===== config.mk =====
export PLATFORM = sky130hd
export DESIGN_NAME = uart_tx
export DESIGN_NICKNAME = d
export VERILOG_FILES = /design/src/rtl/uart_tx.sv
export SDC_FILE = /design/constraint.sdc
export NUM_CORES = 1
export LEC_CHECK = 0
export CAP_MARGIN = 25
export CELL_PAD_IN_SITES_DETAIL_PLACEMENT = 0
export CELL_PAD_IN_SITES_GLOBAL_PLACEMENT = 1
export CORE_UTILIZATION = 42
export CTS_BUF_LIST = sky130_fd_sc_hd__clkbuf_4 sky130_fd_sc_hd__clkbuf_8 sky130_fd_sc_hd__clkbuf_16
export DETAILED_ROUTE_END_ITERATION = 8
export GPL_ROUTABILITY_DRIVEN = 0
export PLACE_DENSITY = 0.76
export REMOVE_ABC_BUFFERS = 1
export SYNTH_ARGS = -nofsm -noshare
export SYNTH_HDL_FRONTEND = slang
export SYNTH_SLANG_ARGS = --single-unit

===== constraint.sdc =====
create_clock -name clk_i -period 3.5 [get_ports clk_i]
set_input_delay 0.35 -clock clk_i [delete_from_list [all_inputs] [get_ports clk_i]]
set_output_delay 0.35 -clock clk_i [all_outputs]
set_load 0.005 [all_outputs]

===== src/rtl/uart_tx.sv =====
// uart_tx: FIFO-buffered 8N1 UART transmitter; define UART_TX_PARITY_EN for 8E1 (even parity) framing.
module uart_tx #(
    parameter int BAUD_DIV   = 217,
    parameter int FIFO_DEPTH = 8
) (
    input  logic                        clk_i,
    input  logic                        srst_n_i,
    input  logic                        wr_i,
    input  logic [7:0]                  wdata_i,
    output logic                        full_o,
    output logic                        empty_o,
    output logic [$clog2(FIFO_DEPTH):0] level_o,
    output logic                        busy_o,
    output logic                        tx_o
);
    localparam int AW = $clog2(FIFO_DEPTH);
    localparam int CW = $clog2(BAUD_DIV);
    localparam logic [CW-1:0] RELOAD = CW'(BAUD_DIV - 1);
    localparam logic [AW:0] DEPTH = (AW+1)'(FIFO_DEPTH);

`ifdef UART_TX_PARITY_EN
    typedef enum logic [2:0] {IDLE, START, DATA, PARITY, STOP} state_t;
`else
    typedef enum logic [2:0] {IDLE, START, DATA, STOP} state_t;
`endif

    state_t          state_q, state_d;
    logic [7:0]      mem_q [FIFO_DEPTH];
    logic [AW-1:0]   wptr_q, rptr_q;
    logic [AW:0]     level_q, level_d;
    logic            full_q, empty_q, busy_q, tx_q, tx_d;
    logic [CW-1:0]   cnt_q, cnt_d;
    logic [7:0]      sh_q, sh_d, head;
    logic [2:0]      bit_q, bit_d;
    logic            push, pop, last;
`ifdef UART_TX_PARITY_EN
    logic            par_q, par_d;
`endif

    assign head    = mem_q[rptr_q];
    assign push    = wr_i && !full_q;
    assign last    = cnt_q == '0;
    assign level_d = level_q + (AW+1)'(push) - (AW+1)'(pop);
    assign full_o  = full_q;
    assign empty_o = empty_q;
    assign level_o = level_q;
    assign busy_o  = busy_q;
    assign tx_o    = tx_q;

    always_comb begin
        state_d = state_q;
        cnt_d   = cnt_q;
        sh_d    = sh_q;
        bit_d   = bit_q;
        pop     = 1'b0;
`ifdef UART_TX_PARITY_EN
        par_d   = par_q;
`endif
        if (state_q != IDLE) cnt_d = last ? RELOAD : cnt_q - CW'(1);
        case (state_q)
            IDLE:  pop = !empty_q;
            START: if (last) begin
                state_d = DATA;
                bit_d   = '0;
            end
            DATA: if (last) begin
                sh_d  = sh_q >> 1;
                bit_d = bit_q + 3'd1;
`ifdef UART_TX_PARITY_EN
                if (bit_q == 3'd7) state_d = PARITY;
`else
                if (bit_q == 3'd7) state_d = STOP;
`endif
            end
`ifdef UART_TX_PARITY_EN
            PARITY: if (last) state_d = STOP;
`endif
            STOP: if (last) begin
                pop     = !empty_q;
                state_d = IDLE;
            end
            default: state_d = IDLE;
        endcase
        // a pop always starts a new frame, from IDLE or straight out of STOP
        if (pop) begin
            state_d = START;
            cnt_d   = RELOAD;
            sh_d    = head;
`ifdef UART_TX_PARITY_EN
            par_d   = ^head;
`endif
        end
`ifdef UART_TX_PARITY_EN
        tx_d = state_d == PARITY ? par_d : 1'b1;
`else
        tx_d = 1'b1;
`endif
        tx_d = state_d == START ? 1'b0 : state_d == DATA ? sh_d[0] : tx_d;
    end

    always_ff @(posedge clk_i) begin
        if (!srst_n_i) begin
            state_q <= IDLE;
            cnt_q   <= '0;
            sh_q    <= '0;
            bit_q   <= '0;
            wptr_q  <= '0;
            rptr_q  <= '0;
            level_q <= '0;
            full_q  <= 1'b0;
            empty_q <= 1'b1;
            busy_q  <= 1'b0;
            tx_q    <= 1'b1;
`ifdef UART_TX_PARITY_EN
            par_q   <= 1'b0;
`endif
        end else begin
            state_q <= state_d;
            cnt_q   <= cnt_d;
            sh_q    <= sh_d;
            bit_q   <= bit_d;
            wptr_q  <= wptr_q + AW'(push);
            rptr_q  <= rptr_q + AW'(pop);
            level_q <= level_d;
            full_q  <= level_d == DEPTH;
            empty_q <= level_d == '0;
            busy_q  <= state_d != IDLE;
            tx_q    <= tx_d;
`ifdef UART_TX_PARITY_EN
            par_q   <= par_d;
`endif
        end
    end

    always_ff @(posedge clk_i) begin
        if (push) mem_q[wptr_q] <= wdata_i;
    end
endmodule


==> impl_metrics.toml <==
[detailed_routing]
viasPerCell = 5.12
drtIter0Drc = 62
antenna_left = 0
vias = 2372
drc = 0
drtPass1Iterations = 4
wl_per_cell_um = 15.8
drt-total-wl_mm = 7.32

[critical_path]
path_max_fanout = 5
worst-r2r-setup-slack_ns = 0.59
r2r_start = "cnt_q[0]"
crit_type = "register to register"
crit_chain = "inv_1 -> ha_1 -> or4b_4 -> nor2_1 -> a21oi_1 -> nand2_1 -> nand2_1 -> ha_1 -> fa_1 -> xor2_1 -> o41ai_1"
critPathCaptureType = "register"
worstReg2RegEnd = "empty_o"
crit_start = "cnt_q[0]"
slowest_stage = "or4b_4"
arrival_ns = 3.18
rr_worst_depth = 11
crit_path_start_kind = "register"
slowest_delay_ns = 0.51
required_ns = 3.77

[timing]
fmax_mhz = 343
setup_violations = 0
layout_worst_path_cycle_share_pct = 83.2
fin_skew_ns = 0.0135
timing.final.max_slew_violations = 0
min_period_ns = 2.91
tightest_slew_ns = 0.795
finalHoldViolCount = 0
slew_headroom_pct = 46.9
final.setup.tns_ns = 0
rsz0062_at_grt = "false"

[place]
dp_hpwl_mm = 4.91
placed_cells = 446
io_buffers = 18
placed_area_sq_um = 4560

[clock_network]
postCtsSetupRepairBufs = 0
root_buffer = "clkbuf_8"
h-tree-depth = 3
clkLatencyLatePin_ns = 0.36
cts_hold_buffers = 0
cts_tree = "yes"
clk_path_buf_depth = 2
ctsResizeCount = 0
numCtsBuffers = 9
cts.sinks = 100
path_clk_slew_ns = 0.11

[layout]
final_layout_size_suffix_gt1_share_pct = 17.3
area_delta_synth_final_pct = 15.0
final_nets = 347
fin_util_pct = 49.6
finalNonFillerCells = 463
design_area_sq_um = 4800
diodes = 0

[global_routing]
grt_max_degree = 27
grt_pass1_wl_mm = 12.2
grt_pass1_vias = 2422
antenna_found_initial = 0
grtUsageTotal_pct = 16.0
grt_overflow = 0

[logic_synthesis]
synth-async-reset-ratio_pct = 0
ys_seq_area_share_pct = 63.3
syn_inst = 295
synth_top_cell_by_area = "edfxtp_1"
synthFlopType = "edfxtp_1"
synth_top_area_share_pct = 46.0
ys_ff_latch = 100
synth.area.top_cells = "edfxtp_1 (46%), dfxtp_1 (17%), mux4_2 (8.6%)"
syn_avg_cell_area_sq_um = 14.2
synth_area_sq_um = 4180
synth_edf_count = 64
yosys_warnings = 0
synth.most_common_cell = "edfxtp_1"
synthTopCellsByCount = "edfxtp_1 (64), dfxtp_1 (36), nand3_1 (17)"
synth_cell_types = 43

[flow_run]
cap_violations = 0

[power]
leakage_nw = 1.62
max-vdd-ir-drop_mv = 0.371
powerDensity_nw_per_um2 = 660
total_power_mw = 3.17

[floorplanning]
die_h_um = 102
num_rows = 36
pin_count = 19
dieWidth_um = 102
die_area_sq_um = 10300
start_util_pct = 43.1
core_sq_um = 9680

[min_path]
min_to = "sh_q[6]"
hold_path_class = "register to register"
hold_start = "sh_q[7]"
whs_path_depth = 2

[outcome]
status = "completed"
cell usage in the layout, fill, tap and decap left out, types with 3 or more instances in the layout:
master / count
xnor2_1: 3
mux4_2: 16
nand2_1: 16
o311ai_0: 6
nor3_1: 9
and2_1: 11
a21oi_1: 10
dfxtp_1: 36
a31oi_1: 4
ha_1: 10
buf_4: 14
nand3_1: 17
inv_1: 5
clkinv_8: 3
xor2_1: 5
clkdlybuf4s50_1: 18
nor2b_1: 7
mux2_2: 6
clkbuf_8: 9
o21ai_1: 3
edfxtp_1: 64
nand2b_1: 9
mux2i_1: 3
nor2_1: 15
layout make-up:
| type | instances | area (sq um) |
|---|---|---|
| clock inverter | 7 | 86.3 |
| fill | 847 | 4880 |
| timing repair buffer | 33 | 313 |
| tap | 133 | 166 |
| sequential | 100 | 2640 |
| inverter | 5 | 18.8 |
| multi-input combinational | 176 | 1450 |
| clock buffer | 9 | 124 |
report_power, final:
part,switching [mW],internal (mW),leakage (nW)
sequential,0.130,1.42,0.877
clock,0.447,0.288,0.105
combinational,0.437,0.449,0.643
worst max path at each step:
stage              end  slack (ns)  depth (start not counted)
2_1_floorplan   full_o        0.66                         12
3_3_place_gp   empty_o        0.71                         11
3_5_place_dp    full_o        0.64                         13
4_1_cts        empty_o        0.58                         11
5_1_grt        empty_o        0.28                         11
6_report       empty_o        0.59                         11
critical path: cells and delay by family, from the launching register on:
family / cells / cell delay (ns)
DFF: 1 / 0.35
AOI/OAI and AO/OA: 2 / 0.49
adders and majority gates: 3 / 0.78
xor gates and xnor gates: 1 / 0.20
and+or+nand+nor: 4 / 0.89
buffers and inverters: 1 / 0.11
metrics by stage:
| step | worst slack (ns) | hold slack [ns] |
|---|---|---|
| 4_1_cts | 0.580 | 0.498 |
| 6_report | 0.588 | 0.494 |
| 2_1_floorplan | 0.658 | 0.416 |
| 3_5_place_dp | 0.637 | 0.472 |
| 3_3_place_gp | 0.713 | 0.472 |
| 5_1_grt | 0.277 | 0.531 |
cells by family (layout without fill, tap and decap cells):
logic type      after synthesis  in the layout  synth area share [%]
mux                          26             26                  11.3
fa+ha+maj                    11             11                  3.48
other cells                   1              1                0.0898
buf+inv                      19             54                  1.98
xor+xnor                      8              8                  1.68
compound gates               39             39                  6.53
flops                       100            100                  63.3
simple gates                 91             91                  11.7
per-layer routing:
| metal | vias to the layer above | part of all wire [%] | global-route usage, % |
|---|---|---|---|
| li1 | 1171 | - | - |
| met1 | 1172 | 43 | 18.6 |
| met2 | 27 | 54 | 29.2 |
| met3 | 2 | 2.5 | 4.35 |
| met4 | 0 | 0.55 | 4.01 |
| met5 | - | 0 | 0 |
state kept, by name (all words and copies together), names as in the netlist:
signal,flops
bit_q,3
busy_o,1
cnt_q,8
empty_o,1
full_o,1
level_o,4
mem_q,64
rptr_q,3
sh_q,8
state_q,3
tx_o,1
wptr_q,3
Power figures use the tool's default switching activity.
